`config.mk`:
```
export PLATFORM = sky130hd
export DESIGN_NAME = load_store_unit_flat
export DESIGN_NICKNAME = d
export VERILOG_FILES = /design/src/rtl/load_store_unit_if.sv /design/src/rtl/load_store_unit.sv /design/src/flat_wrapper.sv
export SDC_FILE = /design/constraint.sdc
export NUM_CORES = 1
export LEC_CHECK = 0
export CAP_MARGIN = 20
export CORE_MARGIN = 2
export CORE_UTILIZATION = 46
export CTS_BUF_LIST = sky130_fd_sc_hd__clkbuf_8
export DETAILED_ROUTE_END_ITERATION = 6
export PLACE_DENSITY = 0.9
export SLEW_MARGIN = 40
export SYNTH_ARGS = -nofsm -noshare
export SYNTH_HDL_FRONTEND = slang
export SYNTH_SLANG_ARGS = --single-unit
```
`constraint.sdc`:
```
create_clock -name clk -period 6 [get_ports clk]
set_clock_uncertainty 0.1 [all_clocks]
set_input_delay 1.5 -clock clk [delete_from_list [all_inputs] [get_ports clk]]
set_output_delay 1.5 -clock clk [all_outputs]
set_load 0.05 [all_outputs]
```
`src/rtl/load_store_unit_if.sv`:
```
// Data-memory port of the load/store unit: single-outstanding valid/ready
// request channel plus a response strobe carrying read data or a write ack.
interface load_store_unit_if;
  logic        dmem_req_valid;
  logic        dmem_req_ready;
  logic        dmem_we;
  logic [31:0] dmem_addr;
  logic [31:0] dmem_wdata;
  logic [3:0]  dmem_wstrb;
  logic        dmem_rsp_valid;
  logic [31:0] dmem_rdata;

  modport master (
    output dmem_req_valid, dmem_we, dmem_addr, dmem_wdata, dmem_wstrb,
    input  dmem_req_ready, dmem_rsp_valid, dmem_rdata
  );

  modport slave (
    input  dmem_req_valid, dmem_we, dmem_addr, dmem_wdata, dmem_wstrb,
    output dmem_req_ready, dmem_rsp_valid, dmem_rdata
  );
endinterface

```
`src/rtl/load_store_unit.sv`:
```
// RV32 memory-access stage: accepts one load/store from execute, drives a
// single-outstanding data-memory request, steers store lanes/strobes,
// extends load data and reports misalignment and bus timeouts.
module load_store_unit #(
  parameter int unsigned TIMEOUT_CYCLES = 255
) (
  input  logic                     clk,
  input  logic                     rst,
  input  logic                     req_valid,
  output logic                     req_ready,
  input  logic                     req_is_store,
  input  logic [2:0]               req_funct3,
  input  logic [31:0]              req_addr,
  input  logic [31:0]              req_wdata,
  load_store_unit_if.master        dmem,
  output logic                     rsp_valid,
  output logic [31:0]              load_data,
  output logic                     misaligned,
  output logic                     bus_timeout,
  output logic                     busy
);

  typedef enum logic [1:0] {
    IDLE,
    REQ,
    WAIT,
    DONE
  } state_t;

  // Counter value seen on the last allowed REQ/WAIT cycle.
  localparam logic [7:0] TMO_LAST = 8'(TIMEOUT_CYCLES - 1);

  state_t      state;
  logic [2:0]  funct3_q;
  logic [1:0]  lane_q;
  logic        is_store_q;
  logic [7:0]  tmo_cnt;

  logic        req_bad;
  logic [31:0] st_wdata;
  logic [3:0]  st_wstrb;
  logic [31:0] rd_shift;
  logic [31:0] rd_ext;

  assign req_ready = (state == IDLE) && !rst;
  assign busy      = (state != IDLE);

  // Illegal width codes and misaligned halfword/word accesses are rejected.
  always_comb begin
    req_bad = 1'b0;
    case (req_funct3)
      3'b000:         req_bad = 1'b0;
      3'b001:         req_bad = req_addr[0];
      3'b010:         req_bad = |req_addr[1:0];
      3'b100, 3'b101: req_bad = req_is_store | (req_funct3[0] & req_addr[0]);
      default:        req_bad = 1'b1;
    endcase
  end

  // Store lane replication and byte strobes; loads carry no strobes.
  always_comb begin
    st_wdata = req_wdata;
    st_wstrb = 4'b0000;
    if (req_is_store) begin
      case (req_funct3[1:0])
        2'b00: begin
          st_wdata = {4{req_wdata[7:0]}};
          st_wstrb = 4'b0001 << req_addr[1:0];
        end
        2'b01: begin
          st_wdata = {2{req_wdata[15:0]}};
          st_wstrb = 4'b0011 << req_addr[1:0];
        end
        default: st_wstrb = 4'b1111;
      endcase
    end
  end

  // Byte/halfword extraction from the read word and sign/zero extension.
  always_comb begin
    rd_shift = dmem.dmem_rdata >> {lane_q, 3'b000};
    case (funct3_q)
      3'b000:  rd_ext = {{24{rd_shift[7]}}, rd_shift[7:0]};
      3'b001:  rd_ext = {{16{rd_shift[15]}}, rd_shift[15:0]};
      3'b100:  rd_ext = {24'h000000, rd_shift[7:0]};
      3'b101:  rd_ext = {16'h0000, rd_shift[15:0]};
      default: rd_ext = rd_shift;
    endcase
  end

  // Transaction FSM with registered bus and completion outputs.
  always_ff @(posedge clk or posedge rst) begin
    if (rst) begin
      state               <= IDLE;
      funct3_q            <= '0;
      lane_q              <= '0;
      is_store_q          <= 1'b0;
      tmo_cnt             <= '0;
      rsp_valid           <= 1'b0;
      load_data           <= '0;
      misaligned          <= 1'b0;
      bus_timeout         <= 1'b0;
      dmem.dmem_req_valid <= 1'b0;
      dmem.dmem_we        <= 1'b0;
      dmem.dmem_addr      <= '0;
      dmem.dmem_wdata     <= '0;
      dmem.dmem_wstrb     <= '0;
    end else begin
      rsp_valid <= 1'b0;
      case (state)
        IDLE: begin
          if (req_valid) begin
            funct3_q    <= req_funct3;
            lane_q      <= req_addr[1:0];
            is_store_q  <= req_is_store;
            tmo_cnt     <= '0;
            misaligned  <= req_bad;
            bus_timeout <= 1'b0;
            if (req_bad) begin
              state     <= DONE;
              rsp_valid <= 1'b1;
            end else begin
              state               <= REQ;
              dmem.dmem_req_valid <= 1'b1;
              dmem.dmem_we        <= req_is_store;
              dmem.dmem_addr      <= {req_addr[31:2], 2'b00};
              dmem.dmem_wdata     <= st_wdata;
              dmem.dmem_wstrb     <= st_wstrb;
            end
          end
        end
        REQ: begin
          tmo_cnt <= tmo_cnt + 8'd1;
          if (tmo_cnt == TMO_LAST) begin
            state               <= DONE;
            rsp_valid           <= 1'b1;
            bus_timeout         <= 1'b1;
            dmem.dmem_req_valid <= 1'b0;
          end else if (dmem.dmem_req_ready) begin
            state               <= WAIT;
            dmem.dmem_req_valid <= 1'b0;
          end
        end
        WAIT: begin
          tmo_cnt <= tmo_cnt + 8'd1;
          // A response on the timeout cycle still completes normally.
          if (dmem.dmem_rsp_valid) begin
            state     <= DONE;
            rsp_valid <= 1'b1;
            if (!is_store_q) begin
              load_data <= rd_ext;
            end
          end else if (tmo_cnt == TMO_LAST) begin
            state       <= DONE;
            rsp_valid   <= 1'b1;
            bus_timeout <= 1'b1;
          end
        end
        DONE: state <= IDLE;
        default: state <= IDLE;
      endcase
    end
  end

endmodule

```
`src/flat_wrapper.sv`:
```
// flat-port wrapper written by rule: the top's interface ports become plain ports
module load_store_unit_flat 
#(
  parameter int unsigned TIMEOUT_CYCLES = 255
)
  (clk, rst, req_valid, req_ready, req_is_store, req_funct3, req_addr, req_wdata, rsp_valid, load_data, misaligned, bus_timeout, busy, dmem_dmem_req_valid, dmem_dmem_we, dmem_dmem_addr, dmem_dmem_wdata, dmem_dmem_wstrb, dmem_dmem_req_ready, dmem_dmem_rsp_valid, dmem_dmem_rdata);
  load_store_unit_if dmem_i ();
  input  logic clk;
  input  logic rst;
  input  logic req_valid;
  output logic req_ready;
  input  logic req_is_store;
  input  logic [2:0] req_funct3;
  input  logic [31:0] req_addr;
  input  logic [31:0] req_wdata;
  output logic rsp_valid;
  output logic [31:0] load_data;
  output logic misaligned;
  output logic bus_timeout;
  output logic busy;
  output wire logic [$bits(dmem_i.dmem_req_valid)-1:0] dmem_dmem_req_valid;
  output wire logic [$bits(dmem_i.dmem_we)-1:0] dmem_dmem_we;
  output wire logic [$bits(dmem_i.dmem_addr)-1:0] dmem_dmem_addr;
  output wire logic [$bits(dmem_i.dmem_wdata)-1:0] dmem_dmem_wdata;
  output wire logic [$bits(dmem_i.dmem_wstrb)-1:0] dmem_dmem_wstrb;
  input wire logic [$bits(dmem_i.dmem_req_ready)-1:0] dmem_dmem_req_ready;
  input wire logic [$bits(dmem_i.dmem_rsp_valid)-1:0] dmem_dmem_rsp_valid;
  input wire logic [$bits(dmem_i.dmem_rdata)-1:0] dmem_dmem_rdata;
  assign dmem_dmem_req_valid = dmem_i.dmem_req_valid;
  assign dmem_dmem_we = dmem_i.dmem_we;
  assign dmem_dmem_addr = dmem_i.dmem_addr;
  assign dmem_dmem_wdata = dmem_i.dmem_wdata;
  assign dmem_dmem_wstrb = dmem_i.dmem_wstrb;
  assign dmem_i.dmem_req_ready = dmem_dmem_req_ready;
  assign dmem_i.dmem_rsp_valid = dmem_dmem_rsp_valid;
  assign dmem_i.dmem_rdata = dmem_dmem_rdata;
  load_store_unit #(.TIMEOUT_CYCLES(TIMEOUT_CYCLES)) u_core (.clk(clk), .rst(rst), .req_valid(req_valid), .req_ready(req_ready), .req_is_store(req_is_store), .req_funct3(req_funct3), .req_addr(req_addr), .req_wdata(req_wdata), .dmem(dmem_i), .rsp_valid(rsp_valid), .load_data(load_data), .misaligned(misaligned), .bus_timeout(bus_timeout), .busy(busy));
endmodule
```
==> flow_summary.ini <==
[synth]
async_flop_share = 1.00
synth_top_area_share = 0.524
synth_ff_type = dfrtp_1
yosysSeqAreaShare = 0.524
synth_area_um2 = 5680
syn_inst = 526
post-synth-top-area-cell = dfrtp_1
ys_top_cells_by_area = dfrtp_1 52%, mux2_1 7.5%, mux2i_1 4.8%, nand2_1 3.8%, nor2_1 3.2%
synth_edf_count = 0
avgSynthCellArea_um2 = 10.8
post-synth-top-count-cell = dfrtp_1
ys_ff_latch = 119
yosysUniqueCellTypes = 50
synth-warning-count = 0
yosys-top-cells-count = 119 x dfrtp_1, 58 x nand2_1, 48 x nor2_1

[global_route]
grt_pass1_vias = 5103
antenna_found_initial = 0
globalRoute.totalOverflow = 0
grt_max_degree = 94
grt_first_pass_wirelength_um = 25800
grtUsageTotal = 0.253

[critical_path]
crit_required_ps = 4400
worst-path-buf-inv = 2
start_kind = input port
crit_slowest_cell = clkdlybuf4s50_1
worstPathCellList = clkdlybuf4s50_1, nor2_1, clkdlybuf4s50_1
critPathMostFrequentCell = clkdlybuf4s50_1
critPathKind = in -> out
crit_path_end_kind = output pin
slowest_delay_ps = 810
cp.arrival_ps = 2920
crit_fanout = 2
path_delay_family = buffers and inverters

[cells_and_area]
antenna_cells = 0
nets = 836
drive_gt1_frac = 0.0867
nFillCells = 871
synthToLayoutAreaGrowth_pct = 44.7
multi_input_area_um2 = 2510
seqCellArea_um2 = 2980
finish.instance_area_um2 = 8220

[timing]
final.setup.tns_ps = 0
min_period_ps = 4520
fin_ws_ps = 1480
setup_viol = 0
hold_ws_ps = 385
worstMarginPinSlew_ps = 829
max_slew_margin = 0.448
report.final.slew_viol_count = 0
timing_hold_violations_final = 0
min_period_over_period = 0.753
grt_setup_unrepaired = no
fmax_mhz = 221

[cts]
cts-resized-gates = 0
root_buffer = clkbuf_8
hold_buffers = 0
worstSkewPairLatency_ps = 430
numCtsBuffers = 17
cts_setup_buffers = 0
clk_pin_slew_ps = 70
cts_sinks = 119
cts_tree = built
cts.path.max_buffers = 2
htreeDepth = 4

[placement]
dpl_cell_area_um2 = 7820
gp_congestion = 0.878
port_buffers = 209
pre_cts_slack_ps = 1470
hpwlAfterDp_um = 12100

[power]
ir_drop_uv = 402
powerDensity_nw_per_um2 = 602
p_leak_nw = 3.55

[drt]
vias = 4911
routed_wirelength_um = 16400
wl_per_cell_um = 18.6
dr.first_iter.drc_count = 464
final_antenna_net_count = 0
vias_per_cell = 5.55
drtPass1Iterations = 5
route.detailed.drc = 0

[floorplanning]
ios = 212
core_um2 = 12000
die_h_um = 115
num_rows = 40
chipWidth_um = 115
start_util = 0.473
die_area_um2 = 13300

[min_path]
hold_path.class = reg -> reg

[status]
status = completed

[flow_run]
cap_viol_max_count = 0
## path summary, 6_finish.rpt
| kind | startpoint | to | slack (ps) | depth (start not counted) |
|---|---|---|---|---|
| min | u_core.load_data[6] | u_core.load_data[6] | 380 | 2 |
| max | rst | req_ready | 1480 | 3 |
| max reg2reg | u_core.state[0] | u_core.dmem.dmem_addr[12] | 3400 | 6 |
| max in group asynchronous | rst | u_core.load_data[16] | 3300 | 3 |
| min in group asynchronous | rst | u_core.dmem.dmem_addr[31] | 1520 | 2 |
| min reg2reg | u_core.load_data[6] | u_core.load_data[6] | 380 | 2 |
## layer usage
metal	vias up	routed length (um)	track usage
met2	266	7760	0.415
met1	2348	6330	0.287
met4	0	582	0.118
met3	46	1750	0.107
met5	-	0	0
li1	2251	-	-
## worst min-delay path: cells and delay by family, from the launching register on
kind            cells  cell delay [ps]
simple gates        1               50
compound gates      1               60
flops               1              340
## report_power, final
part           switching (mW)  internal [mW]  total, mW
Clock                   0.327          0.399      0.726
Combinational            1.80          0.967       2.76
Sequential              0.296           1.17       1.46
## registers in the layout, summed over array words and instances, names as in the netlist
| register | flops |
|---|---|
| u_core.dmem.dmem_wdata | 32 |
| u_core.load_data | 32 |
| u_core.dmem.dmem_addr | 30 |
| u_core.tmo_cnt | 8 |
| u_core.dmem.dmem_wstrb | 4 |
| u_core.funct3_q | 3 |
| u_core.lane_q | 2 |
| u_core.state | 2 |
| u_core.bus_timeout | 1 |
| u_core.dmem.dmem_req_valid | 1 |
| u_core.dmem.dmem_we | 1 |
| u_core.is_store_q | 1 |
| u_core.misaligned | 1 |
| u_core.rsp_valid | 1 |
## kinds of logic after synthesis
group                    synth area share
AO/OA/AOI/OAI                       0.132
other                            0.000660
flip-flops                          0.524
multiplexers                        0.151
buffers and inverters              0.0385
AND/OR/NAND/NOR                     0.141
adder cells (fa/ha/maj)            0.0132
## cell usage in the layout (no fill, tap or decap), drive strengths merged, types with 2 or more instances in the layout
cell type / instances
nor2: 49
or3: 4
buf: 3
clkinvlp: 6
inv: 11
nor3: 2
o31ai: 18
nor4: 2
a31oi: 3
nand4: 3
bufinv: 2
nand2b: 2
mux2: 50
clkdlybuf4s50: 208
ha: 6
a211oi: 9
clkinv: 3
and2: 8
nand3: 17
or2: 4
conb: 2
clkbuf: 20
a221o: 9
dfrtp: 119
nand2: 58
a21oi: 27
o22ai: 2
mux2i: 27
o21ai: 38
nor2b: 13
## metrics by stage
stage / utilization / total power, mW / instances
2_1_floorplan: - / 3.26 / 527
3_3_place_gp: 0.650 / 4.15 / 853
3_5_place_dp: 0.651 / 4.23 / 853
4_1_cts: 0.685 / 4.98 / 885
5_1_grt: 0.684 / 5.20 / 885
6_report: 0.684 / 4.95 / 885
## final cells by class
class,instances,area share
flip-flops and latches,119,0.362
well taps,147,0.0224
multi-input cells,366,0.305
repair buffers,211,0.256
clock buffers,20,0.0335
inverters,10,0.00518
clock inverters,12,0.0155
Power figures use the tool's default switching activity.
